===== config.mk =====
export PLATFORM = sky130hd
export DESIGN_NAME = zoom_engine
export DESIGN_NICKNAME = d
export VERILOG_FILES = /design/src/rtl/zoom_engine.sv
export SDC_FILE = /design/constraint.sdc
export NUM_CORES = 1
export LEC_CHECK = 0
export CORE_ASPECT_RATIO = 0.7
export CORE_MARGIN = 5
export CORE_UTILIZATION = 43
export DETAILED_ROUTE_END_ITERATION = 8
export DONT_BUFFER_PORTS = 1
export PLACE_DENSITY = 0.58
export SYNTH_ARGS = -nofsm -noshare
export SYNTH_HDL_FRONTEND = slang
export SYNTH_SLANG_ARGS = --single-unit

===== constraint.sdc =====
create_clock -name CLK -period 3.4 [get_ports CLK]
set_input_delay 0.34 -clock CLK [delete_from_list [all_inputs] [get_ports CLK]]
set_output_delay 0.34 -clock CLK [all_outputs]
set_load 0.02 [all_outputs]

===== src/rtl/zoom_engine.sv =====
// zoom_engine: fixed-ratio image zoom between a source and a destination frame
// buffer. One output pixel is produced per RD -> WT -> WR sequence (3 cycles);
// the box-average mode (ALGORITHM 2'b11) reads a 2x2 block with four RD/WT
// pairs before its single WR (9 cycles).
//
//   ALGORITHM 2'b00 NN : 2x nearest neighbour, region 2*SRC_W x 2*SRC_H
//   ALGORITHM 2'b01 PR : 4x pixel replication, region 4*SRC_W x 4*SRC_H
//   ALGORITHM 2'b10 DC : 2:1 decimation,       region SRC_W/2 x SRC_H/2
//   ALGORITHM 2'b11 BA : 2x2 box average,      region SRC_W/2 x SRC_H/2
//
// Optional feature: define ZOOM_ENGINE_CLEAR_EN to zero the whole destination
// (DST_W*DST_H words, one per cycle) before the zoom pass starts.
//
// Ports:
//   CLK        in   rising-edge clock
//   RESET      in   asynchronous active-high reset
//   START      in   request, sampled only while idle
//   ALGORITHM  in   zoom mode, latched with START
//   RD_EN      out  source read strobe
//   RD_ADDR    out  source address (sy*SRC_W + sx)
//   RD_DATA    in   source pixel, valid the cycle after RD_EN
//   WR_EN      out  destination write strobe
//   WR_ADDR    out  destination address (dy*DST_W + dx)
//   WR_DATA    out  destination pixel
//   BUSY       out  operation in progress
//   DONE       out  one-cycle completion pulse
module zoom_engine #(
    parameter int unsigned SRC_W  = 160,
    parameter int unsigned SRC_H  = 120,
    parameter int unsigned DST_W  = 640,
    parameter int unsigned DST_H  = 480,
    parameter int unsigned PIX_W  = 8,
    parameter int unsigned SRC_AW = 15,
    parameter int unsigned DST_AW = 19
) (
    input  logic              CLK,
    input  logic              RESET,
    input  logic              START,
    input  logic [1:0]        ALGORITHM,
    output logic              RD_EN,
    output logic [SRC_AW-1:0] RD_ADDR,
    input  logic [PIX_W-1:0]  RD_DATA,
    output logic              WR_EN,
    output logic [DST_AW-1:0] WR_ADDR,
    output logic [PIX_W-1:0]  WR_DATA,
    output logic              BUSY,
    output logic              DONE
);

    localparam logic [1:0] ALG_NN = 2'b00;
    localparam logic [1:0] ALG_PR = 2'b01;
    localparam logic [1:0] ALG_BA = 2'b11;

    localparam logic [DST_AW-1:0] CLR_LAST = DST_AW'(DST_W * DST_H - 1);

    typedef enum logic [2:0] {StIdle, StClr, StRd, StWt, StWr, StDone} state_e;

    state_e            state;
    logic [1:0]        alg;
    logic [1:0]        phase;     // BA block position: bit0 = +x, bit1 = +y
    logic [DST_AW-1:0] dx;
    logic [DST_AW-1:0] dy;
    logic [DST_AW-1:0] dst_row;   // dy * DST_W
    logic [SRC_AW-1:0] src_row;   // sy * SRC_W of the current output row
    logic [PIX_W+1:0]  acc;
    logic              last;

    logic [DST_AW-1:0] out_w;
    logic [DST_AW-1:0] out_h;
    logic [1:0]        ph_nxt;
    logic [SRC_AW-1:0] sx;
    logic [SRC_AW-1:0] rd_addr_nxt;
    logic [PIX_W+1:0]  sum;

    // Output region size for the latched mode.
    always_comb begin
        out_w = '0;
        out_h = '0;
        unique case (alg)
            2'b00: begin
                out_w = DST_AW'(2 * SRC_W);
                out_h = DST_AW'(2 * SRC_H);
            end
            2'b01: begin
                out_w = DST_AW'(4 * SRC_W);
                out_h = DST_AW'(4 * SRC_H);
            end
            default: begin
                out_w = DST_AW'(SRC_W / 2);
                out_h = DST_AW'(SRC_H / 2);
            end
        endcase
    end

    // Address of the next source read. Leaving WT it is the next block
    // position of the same pixel; leaving WR the counters have already
    // advanced to the next pixel, so phase restarts at 0.
    always_comb begin
        ph_nxt = (state == StWt) ? phase + 2'd1 : 2'd0;
        sx     = '0;
        unique case (alg)
            2'b00:   sx = SRC_AW'(dx >> 1);
            2'b01:   sx = SRC_AW'(dx >> 2);
            default: sx = SRC_AW'(dx << 1);
        endcase
        rd_addr_nxt = src_row + sx
                    + (ph_nxt[1] ? SRC_AW'(SRC_W) : '0)
                    + SRC_AW'(ph_nxt[0]);
    end

    // BA running sum; the first sample of a block restarts it.
    always_comb begin
        sum = ((phase == 2'd0) ? '0 : acc) + {2'b00, RD_DATA};
    end

    always_ff @(posedge CLK or posedge RESET) begin
        if (RESET) begin
            state   <= StIdle;
            alg     <= '0;
            phase   <= '0;
            dx      <= '0;
            dy      <= '0;
            dst_row <= '0;
            src_row <= '0;
            acc     <= '0;
            last    <= 1'b0;
            RD_EN   <= 1'b0;
            RD_ADDR <= '0;
            WR_EN   <= 1'b0;
            WR_ADDR <= '0;
            WR_DATA <= '0;
            BUSY    <= 1'b0;
            DONE    <= 1'b0;
        end else begin
            unique case (state)
                StIdle: begin
                    DONE <= 1'b0;
                    if (START) begin
                        alg     <= ALGORITHM;
                        phase   <= '0;
                        dx      <= '0;
                        dy      <= '0;
                        dst_row <= '0;
                        src_row <= '0;
                        last    <= 1'b0;
                        BUSY    <= 1'b1;
`ifdef ZOOM_ENGINE_CLEAR_EN
                        state   <= StClr;
                        WR_EN   <= 1'b1;
                        WR_ADDR <= '0;
                        WR_DATA <= '0;
`else
                        state   <= StRd;
                        RD_EN   <= 1'b1;
                        RD_ADDR <= '0;
`endif
                    end
                end

                // WR_ADDR doubles as the clear counter.
                StClr: begin
                    if (WR_ADDR == CLR_LAST) begin
                        state   <= StRd;
                        WR_EN   <= 1'b0;
                        RD_EN   <= 1'b1;
                        RD_ADDR <= '0;
                    end else begin
                        WR_ADDR <= WR_ADDR + 1'b1;
                    end
                end

                StRd: begin
                    RD_EN <= 1'b0;
                    state <= StWt;
                end

                StWt: begin
                    acc <= sum;
                    if (alg == ALG_BA && phase != 2'd3) begin
                        phase   <= phase + 2'd1;
                        RD_EN   <= 1'b1;
                        RD_ADDR <= rd_addr_nxt;
                        state   <= StRd;
                    end else begin
                        phase   <= '0;
                        WR_EN   <= 1'b1;
                        WR_ADDR <= dst_row + dx;
                        WR_DATA <= (alg == ALG_BA) ? sum[PIX_W+1:2] : RD_DATA;
                        state   <= StWr;
                        last    <= (dx == out_w - 1'b1) && (dy == out_h - 1'b1);
                        // Advance to the next output pixel in raster order.
                        if (dx == out_w - 1'b1) begin
                            dx      <= '0;
                            dy      <= dy + 1'b1;
                            dst_row <= dst_row + DST_AW'(DST_W);
                            unique case (alg)
                                ALG_NN: begin
                                    if (dy[0]) src_row <= src_row + SRC_AW'(SRC_W);
                                end
                                ALG_PR: begin
                                    if (dy[1:0] == 2'b11) src_row <= src_row + SRC_AW'(SRC_W);
                                end
                                default: src_row <= src_row + SRC_AW'(2 * SRC_W);
                            endcase
                        end else begin
                            dx <= dx + 1'b1;
                        end
                    end
                end

                StWr: begin
                    WR_EN <= 1'b0;
                    if (last) begin
                        state <= StDone;
                        BUSY  <= 1'b0;
                        DONE  <= 1'b1;
                    end else begin
                        state   <= StRd;
                        RD_EN   <= 1'b1;
                        RD_ADDR <= rd_addr_nxt;
                    end
                end

                StDone: begin
                    DONE  <= 1'b0;
                    state <= StIdle;
                end

                default: state <= StIdle;
            endcase
        end
    end

endmodule


==> results of run 1 <==
==> flip-flops by register name (all words and copies together) (netlist names), 2 cells and up <==
register and cells:
WR_DATA 8, src_row 10, state 3, WR_ADDR 19, dx 19, phase 2
RD_ADDR 15, alg 2, dst_row 12, dy 19, acc 10
==> placed cells by master, fill, tap and decap left out, types with 5 or more instances in the layout <==
cell type and instances:
sky130_fd_sc_hd__nand2_1 136, sky130_fd_sc_hd__dfrtp_1 124, sky130_fd_sc_hd__o21ai_0 92, sky130_fd_sc_hd__a21oi_1 77, sky130_fd_sc_hd__nor2_1 56, sky130_fd_sc_hd__ha_1 53, sky130_fd_sc_hd__nand3_1 36, sky130_fd_sc_hd__xor2_1 26
sky130_fd_sc_hd__mux2i_1 26, sky130_fd_sc_hd__buf_4 24, sky130_fd_sc_hd__inv_1 23, sky130_fd_sc_hd__nor3_1 23, sky130_fd_sc_hd__xnor2_1 23, sky130_fd_sc_hd__a21o_1 21, sky130_fd_sc_hd__clkbuf_16 17, sky130_fd_sc_hd__nor2b_1 16
sky130_fd_sc_hd__and3_1 16, sky130_fd_sc_hd__o21a_1 16, sky130_fd_sc_hd__nand4_1 13, sky130_fd_sc_hd__or3_1 12, sky130_fd_sc_hd__o22ai_1 10, sky130_fd_sc_hd__and4_1 8, sky130_fd_sc_hd__nor4_1 8, sky130_fd_sc_hd__o31ai_1 8
sky130_fd_sc_hd__a22o_1 7, sky130_fd_sc_hd__o21bai_1 7, sky130_fd_sc_hd__nor4b_1 6, sky130_fd_sc_hd__mux2_2 5, sky130_fd_sc_hd__or4_1 5, sky130_fd_sc_hd__conb_1 5
==> cell families (layout without fill, tap and decap cells) <==
kind of cell,Yosys count,after routing,synth area share [%]
flip-flops,124,124,36.7
buffers and inverters,79,80,3.96
AND/OR/NAND/NOR,362,362,21.6
multiplexers,31,31,3.75
XOR/XNOR,49,49,5.08
other,1,5,0.0444
adder cells (fa/ha/maj),55,55,8.32
AO/OA/AOI/OAI,282,282,20.5
==> power breakdown <==
group	leakage, nW	internal (mW)	switching [mW]
Combinational	2.36	0.0225	0.0508
Sequential	1.44	1.49	0.0195
Clock	0.273	1.08	0.666
Total	4.08	2.59	0.737
==> layer usage <==
metal  up-vias  part of all wire (%)  GRT usage (%)
met5         -                     0              0
met4         0                  0.80           4.23
met3        14                   5.6           4.55
met2       160                    39           27.7
met1      3414                    54           31.9
li1       3548                     -              -
==> cell type report <==
| type | count | area (µm²) |
|---|---|---|
| fillers | 1853 | 9810 |
| multi-input cells | 784 | 5030 |
| flip-flops and latches | 124 | 3100 |
| clock buffers | 25 | 495 |
| well taps | 264 | 330 |
| repair buffers | 25 | 200 |
| inverters | 24 | 93.8 |
| clock inverters | 6 | 61.3 |
==> how the worst min path moves through the flow <==
stage / startpoint / depth (start not counted) / slack [ps] / endpoint
floorplan: acc[0] / 2 / 440 / acc[0]
global placement: ALGORITHM[0] / 2 / 450 / alg[0]
detailed placement: ALGORITHM[0] / 2 / 450 / alg[0]
CTS: ALGORITHM[0] / 2 / 8 / alg[0]
global route: ALGORITHM[0] / 2 / 20 / alg[0]
finish: RESET / 2 / -30 / RD_ADDR[10]
==> cell usage after synthesis, types with 7 or more instances <==
cell | number | area share [%]
sky130_fd_sc_hd__ha_1 | 53 | 7.9
sky130_fd_sc_hd__a21oi_1 | 78 | 4.6
sky130_fd_sc_hd__o21bai_1 | 7 | 0.62
sky130_fd_sc_hd__nand2_1 | 136 | 6.0
sky130_fd_sc_hd__nand3_1 | 36 | 2.1
sky130_fd_sc_hd__nor4_1 | 8 | 0.59
sky130_fd_sc_hd__o21a_1 | 16 | 1.4
sky130_fd_sc_hd__nor2_1 | 56 | 2.5
sky130_fd_sc_hd__mux2i_1 | 26 | 3.1
sky130_fd_sc_hd__buf_2 | 14 | 0.83
sky130_fd_sc_hd__o22ai_1 | 10 | 0.74
sky130_fd_sc_hd__and3_1 | 16 | 1.2
sky130_fd_sc_hd__nor2b_1 | 16 | 1.2
sky130_fd_sc_hd__o21ai_0 | 92 | 5.5
sky130_fd_sc_hd__inv_1 | 24 | 1.1
sky130_fd_sc_hd__or3_1 | 12 | 0.89
sky130_fd_sc_hd__xor2_1 | 26 | 2.7
sky130_fd_sc_hd__a21o_1 | 21 | 1.9
sky130_fd_sc_hd__o31ai_1 | 8 | 0.71
sky130_fd_sc_hd__dfrtp_1 | 124 | 37
sky130_fd_sc_hd__clkbuf_1 | 35 | 1.6
sky130_fd_sc_hd__xnor2_1 | 23 | 2.4
sky130_fd_sc_hd__nor3_1 | 23 | 1.4
sky130_fd_sc_hd__nand4_1 | 13 | 0.96
sky130_fd_sc_hd__and4_1 | 8 | 0.83
sky130_fd_sc_hd__a22o_1 | 7 | 0.73
==> metrics.yaml, run 1 <==
placed_design:
  routability_congestion: 0.808
  place.detailed.hpwl_mm: 15.6
  detailed_place.area_um2: 8760
  dp_worst_setup_slack_ps: 254
  place.port_buffers: 0
  place_inst: 1221
drt:
  drt_wl_total_mm: 21.9
  first_pass_iters: 5
  final_antenna_net_count: 0
  drcViolationCount: 0
  detailroute.via_count: 7136
  drt-initial-drc-count: 607
  drt-vias-per-instance: 5.70
  wire_per_inst_um: 17.5
pwr:
  vdd.ir_drop.worst_mv: 0.188
  total_power_mw: 3.33
  static-leakage-power_nw: 4.08
  power_density_nw_per_um2: 357
critical_path:
  cp.arrival_ps: 3500
  cpMostUsedCell: "sky130_fd_sc_hd__ha_1"
  critical_path.max_stage_delay_ps: 520
  path_depth: 11
  rr_startpoint: "phase[0]"
  reg2reg_depth: 11
  critical_path.reg2reg.endpoint: "acc[8]"
  max_fanout_on_critical_path: 12
  worst_path_top_cell_family_by_delay: "compound AO/OA/AOI/OAI gates"
  worstPathCellList: "inv_1 -> ha_1 -> nor2b_1 -> ha_1 -> fa_1 -> a21o_1 -> a21oi_1 -> o21ai_0 -> o41ai_1 -> nor2_1 -> a221o_1"
  critical-path-slowest-cell: "sky130_fd_sc_hd__o41ai_1"
  critical_path_required_ps: 3700
  ff2ff_setup_slack_ps: 200
  cp.buffers_inverters: 1
  setup.worst_path.end: "acc[8]"
  type_of_the_setup_path_with_the_least_slack: "flop to flop"
  cp-start-kind: "flop"
  end_kind: "flop"
  crit_start: "phase[0]"
timing:
  final_max_slew_viol_count: 0
  relSlewSlack_pct: 51.1
  whs_ps: -34.3
  timing.final.ws_setup_ps: 204
  tns_ps: 0
  rsz0062_at_grt: "no"
  worst_pin_slew_ps: 734
  hold_viol_final: 32
  finalCriticalPeriod_ps: 3200
  final_min_period_over_clock_period_pct: 94.0
  clock.fmax_ghz: 0.313
  skew_ps: 10.8
  count_of_endpoints_failing_setup_in_the_final_report: 0
logic_synthesis:
  synth.distinct_cells: 78
  syn_area_um2: 8450
  synth-edff-count: 0
  synth.yosys.seq_area_share_pct: 36.7
  ys_ff_latch: 124
  synthesis.area_per_instance_um2: 8.59
  synthesis.yosys.warnings: 0
  yosys_most_used_dff: "sky130_fd_sc_hd__dfrtp_1"
  synth-async-reset-ratio_pct: 100
  synthCells: 983
finish:
  drive_gt1_share_pct: 7.69
  layout-area-overhead-vs-synth_pct: 10.3
  finalCoreUtilization_pct: 48.7
  layout.cells.non_filler: 1252
  num-nets-final: 1044
  fin_area_um2: 9320
  diodes: 0
global_route:
  maximum_number_of_pins_on_one_net_before_global_route_repair: 125
  grt_pass1_vias: 6648
  grt_first_pass_wirelength_mm: 36.9
  antenna_found_initial: 0
  global_route.overflow_total: 0
  grt_util_all_layers_pct: 20.1
clock_network:
  cts-buffers-inserted: 17
  cts_sinks: 124
  worst_setup_hold_path_clk_slew_ps: 60
  h-tree-depth: 4
  holdBufCountCts: 0
  clk-insertion-delay-late_ps: 420
  post_cts.repair.setup_buffers: 0
  buffer_levels_on_the_longest_clock_path: 2
  post_cts_resized: 0
  cts.root.buffer_cell: "sky130_fd_sc_hd__clkbuf_16"
  tritoncts: "built"
worst_hold_path:
  hold_class: "input pin to asynchronous set/reset pin"
die:
  die_h_um: 127
  fp.dieW_um: 178
  fp.coreArea_um2: 19100
  initial_utilization_pct: 44.2
  ioPinCount: 59
  fp.dieArea_um2: 22600
  row_count: 42
outcome:
  status: "complete, but fails checks"
  violated_checks: "hold timing"
flow_run:
  drv_cap: 0
(Power assumes the default switching activity.)
==> inputs of run 2 (changes only) <==
--- a/config.mk
+++ b/config.mk
@@ -5,7 +5,6 @@
 export SDC_FILE = /design/constraint.sdc
 export NUM_CORES = 1
 export LEC_CHECK = 0
-export CORE_ASPECT_RATIO = 0.7
 export CORE_MARGIN = 5
 export CORE_UTILIZATION = 43
 export DETAILED_ROUTE_END_ITERATION = 8
==> metrics.yaml, run 2 (synthesized netlist as in run 1, its figures left out) <==
die:
  ioPinCount: 59
  fp.coreArea_um2: 19400
  fp.dieW_um: 150
  row_count: 51
  fp.dieArea_um2: 22500
  initial_utilization_pct: 43.5
  die_h_um: 150
critical_path:
  cp.buffers_inverters: 1
  cp.arrival_ps: 3380
  cp-start-kind: "flop"
  critical_path_required_ps: 3700
  critical_path.max_stage_delay_ps: 510
  type_of_the_setup_path_with_the_least_slack: "flop to flop"
  worstPathCellList: "inv_1 -> ha_1 -> nor2b_1 -> ha_1 -> fa_1 -> a21o_1 -> a21oi_1 -> o21ai_0 -> o41ai_1 -> nor2_1 -> a221o_1"
  max_fanout_on_critical_path: 7
  worst_path_top_cell_family_by_delay: "compound AO/OA/AOI/OAI gates"
  critical-path-slowest-cell: "sky130_fd_sc_hd__o41ai_1"
  cpMostUsedCell: "sky130_fd_sc_hd__ha_1"
  end_kind: "flop"
placed_design:
  place.port_buffers: 0
  place.detailed.hpwl_mm: 16.4
  routability_congestion: 0.899
drt:
  wire_per_inst_um: 17.7
  detailroute.via_count: 7166
  drt-initial-drc-count: 420
  wl_met1_mm: 10.4
  first_pass_iters: 5
  maxUsedRoutingLayer: "met4"
  drt-vias-per-instance: 5.67
  drcViolationCount: 0
  dr_wl_met2_mm: 10.4
  drt_wl_total_mm: 22.4
  final_antenna_net_count: 0
  detailroute.wirelength.met3_mm: 1.12
clock_network:
  holdBufCountCts: 0
  post_cts_resized: 0
  clk-insertion-delay-late_ps: 420
  cts.root.buffer_cell: "sky130_fd_sc_hd__clkbuf_16"
  cts-buffers-inserted: 17
  worst_setup_hold_path_clk_slew_ps: 60
  h-tree-depth: 4
  post_cts.repair.setup_buffers: 0
  tritoncts: "built"
  buffer_levels_on_the_longest_clock_path: 2
  cts_sinks: 124
timing:
  tns_ps: 0
  relSlewSlack_pct: 30.3
  final_min_period_over_clock_period_pct: 90.4
  clock.fmax_ghz: 0.325
  worst_pin_slew_ps: 1040
  whs_ps: 9.39
  finalCriticalPeriod_ps: 3070
  count_of_endpoints_failing_setup_in_the_final_report: 0
  final_max_slew_viol_count: 0
  rsz0062_at_grt: "no"
  skew_ps: 10.3
  hold_viol_final: 0
global_route:
  grt_pass1_vias: 7052
  maximum_number_of_pins_on_one_net_before_global_route_repair: 54
  grt_util_all_layers_pct: 20.8
  antenna_found_initial: 0
  grt_first_pass_wirelength_mm: 37.2
  global_route.overflow_total: 0
outcome:
  status: "completed"
pwr:
  static-leakage-power_nw: 4.14
  power_density_nw_per_um2: 370
  vdd.ir_drop.worst_mv: 0.342
finish:
  layout-area-overhead-vs-synth_pct: 11.8
  num-nets-final: 1053
  layout.cells.most_common_list: "136 x sky130_fd_sc_hd__nand2_1, 124 x sky130_fd_sc_hd__dfrtp_1, 92 x sky130_fd_sc_hd__o21ai_0, 77 x sky130_fd_sc_hd__a21oi_1, 56 x sky130_fd_sc_hd__nor2_1"
  mostFrequentLayoutCell: "sky130_fd_sc_hd__nand2_1"
  diodes: 0
  drive_gt1_share_pct: 8.72
  largest_registers: "WR_ADDR x19, dx x19, dy x19"
flow_run:
  drv_cap: 0
worst_hold_path:
  hold_class: "input pin to asynchronous set/reset pin"
-- run 2: per-layer routing --
metal  vias up  GRT usage [%]
met5         -              0
met2       138           33.2
met1      3435           28.0
li1       3564              -
met4         0           7.46
met3        29           4.36
-- run 2: layout make-up --
cell class,count,area (µm²)
clock buffers,23,478
multi-input cells,784,5030
well taps,265,332
fillers,1897,9960
inverters,24,93.8
clock inverters,9,135
flip-flops and latches,124,3100
repair buffers,34,268
-- run 2: where the power goes --
group / switching, mW / internal, mW / total, mW
clock: 0.690 / 1.21 / 1.90
combinational: 0.0522 / 0.0234 / 0.0757
sequential: 0.0197 / 1.49 / 1.51
total: 0.762 / 2.73 / 3.49
-- run 2: per-stage QoR --
step	utilization (%)	cell area (µm²)	power (mW)	cells	setup WS (ps)
2_1_floorplan	-	8470	1.59	987	65.5
3_3_place_gp	45.5	8830	1.61	1231	413
3_5_place_dp	45.5	8830	1.61	1231	360
4_1_cts	48.7	9440	3.54	1263	335
5_1_grt	48.7	9440	3.62	1263	5.74
6_report	48.7	9440	3.49	1263	326
-- run 2: worst paths after layout --
check | startpoint | end | slack, ps | cells past startpoint
setup / recovery | phase[0] | acc[8] | 330 | 11
hold / removal | RESET | WR_DATA[7] | 9 | 1
setup reg to reg | phase[0] | acc[8] | 330 | 11
hold reg to reg | acc[1] | acc[1] | 470 | 2
max in group asynchronous | RESET | dst_row[17] | 2460 | 2
min in group CLK | ALGORITHM[1] | alg[1] | 70 | 2
==> inputs of run 3 (changes only) <==
==> constraint.sdc (replaced) <==
create_clock -name CLK -period 3.4 [get_ports CLK]
set_input_delay 0.34 -clock CLK [delete_from_list [all_inputs] [get_ports CLK]]
set_output_delay 0.34 -clock CLK [all_outputs]
set_load 0.01 [all_outputs]
==> metrics.yaml, run 3 (synthesized netlist as in run 1, its figures left out) <==
clock_network:
  h-tree-depth: 4
  cts-buffers-inserted: 17
  cts_sinks: 124
  clk-insertion-delay-late_ps: 420
  holdBufCountCts: 0
  post_cts_resized: 0
  tritoncts: "built"
  post_cts.repair.setup_buffers: 0
  worst_setup_hold_path_clk_slew_ps: 60
  buffer_levels_on_the_longest_clock_path: 2
  cts.root.buffer_cell: "sky130_fd_sc_hd__clkbuf_16"
finish:
  drive_gt1_share_pct: 9.03
  mostFrequentLayoutCell: "sky130_fd_sc_hd__nand2_1"
  num-nets-final: 1052
  fin_area_um2: 9450
  largest_registers: "WR_ADDR x19, dx x19, dy x19"
  layout.cells.most_common_list: "136 x sky130_fd_sc_hd__nand2_1, 124 x sky130_fd_sc_hd__dfrtp_1, 92 x sky130_fd_sc_hd__o21ai_0, 77 x sky130_fd_sc_hd__a21oi_1, 56 x sky130_fd_sc_hd__nor2_1"
  layout-area-overhead-vs-synth_pct: 11.9
  footprint_of_the_multi_input_gates_um2: 5040
  num-fill-cells: 1885
  diodes: 0
  sequential_cell_area_um2: 3100
drt:
  drt-initial-drc-count: 434
  drt-vias-per-instance: 5.70
  final_antenna_net_count: 0
  maxUsedRoutingLayer: "met4"
  drcViolationCount: 0
  first_pass_iters: 4
  wl_met1_mm: 10.4
  drt_wl_total_mm: 22.6
  wire_per_inst_um: 17.9
  detailroute.via_count: 7198
  dr_wl_met2_mm: 10.5
  detailroute.wirelength.met3_mm: 1.21
die:
  fp.dieArea_um2: 22500
  fp.dieW_um: 150
  initial_utilization_pct: 43.5
  ioPinCount: 59
  fp.coreArea_um2: 19400
  row_count: 51
  die_h_um: 150
pwr:
  vdd.ir_drop.worst_mv: 0.319
  power_density_nw_per_um2: 370
  static-leakage-power_nw: 4.15
placed_design:
  routability_congestion: 0.906
  place.port_buffers: 0
  detailed_place.area_um2: 8820
  place.detailed.hpwl_mm: 16.4
critical_path:
  reg2reg_depth: 12
  cp.arrival_ps: 3390
  type_of_the_setup_path_with_the_least_slack: "flop to flop"
  max_fanout_on_critical_path: 9
  end_kind: "flop"
  cp-start-kind: "flop"
  critical_path_required_ps: 3740
global_route:
  grt_pass1_vias: 7020
  global_route.overflow_total: 0
  maximum_number_of_pins_on_one_net_before_global_route_repair: 54
  antenna_found_initial: 0
  grt_first_pass_wirelength_mm: 36.9
  grt_util_all_layers_pct: 20.6
timing:
  skew_ps: 10.4
  rsz0062_at_grt: "no"
  final_max_slew_viol_count: 0
  final_min_period_over_clock_period_pct: 89.7
  clock.fmax_ghz: 0.328
  finalCriticalPeriod_ps: 3050
  tns_ps: 0
  hold_viol_final: 0
  count_of_endpoints_failing_setup_in_the_final_report: 0
  worst_pin_slew_ps: 1060
  relSlewSlack_pct: 28.9
outcome:
  status: "completed"
worst_hold_path:
  hold_class: "input pin to asynchronous set/reset pin"
flow_run:
  drv_cap: 0
-- run 3: worst paths after layout --
kind / from / to / slack [ps]
worst max-delay path: alg[0] / RD_ADDR[14] / 350
worst max register to register: alg[0] / RD_ADDR[14] / 350
min in group CLK: ALGORITHM[1] / alg[1] / 60
worst min register to register: acc[0] / acc[0] / 470
worst min-delay path: RESET / WR_DATA[7] / 10
max in group asynchronous: RESET / dst_row[17] / 2460
-- run 3: critical path, stage by stage (launching register included) --
cell and delay [ps]:
sky130_fd_sc_hd__dfrtp_1 560, sky130_fd_sc_hd__nor2b_1 230, sky130_fd_sc_hd__ha_1 170, sky130_fd_sc_hd__nor2_1 40
sky130_fd_sc_hd__o21ai_0 200, sky130_fd_sc_hd__ha_1 270, sky130_fd_sc_hd__ha_1 370, sky130_fd_sc_hd__a21oi_1 180
sky130_fd_sc_hd__o21ai_0 120, sky130_fd_sc_hd__a31oi_1 220, sky130_fd_sc_hd__nand2_1 150, sky130_fd_sc_hd__a2111o_1 390
sky130_fd_sc_hd__o211ai_1 90
-- run 3: final cells by class --
cell class              count  area share [%]
flip-flops and latches    124            32.8
multi-input cells         784            53.3
well taps                 265            3.51
clock inverters            13            1.76
clock buffers              19            4.79
inverters                  24           0.993
repair buffers             33            2.75
-- run 3: through the flow --
step	worst slack (ps)	utilization, %	hold WS (ps)	total power, mW	instances
after floorplan	65.5	-	438	1.58	987
after global placement	408	45.5	451	1.61	1230
after detailed placement	353	45.5	456	1.61	1230
after CTS	341	48.7	49.8	3.54	1262
after global routing	97.9	48.7	65.0	3.62	1262
final	349	48.7	9.69	3.49	1262
-- run 3: power by group --
group	internal, mW	leakage (nW)	switching [mW]
sequential	1.49	1.44	0.0130
clock	1.19	0.296	0.718
combinational	0.0235	2.41	0.0526
-- run 3: metal layers --
layer  up-vias  global-route usage, %
li1       3549                      -
met1      3433                   27.3
met2       175                   33.3
met3        41                   4.55
met4         0                   7.32
met5         -                      0
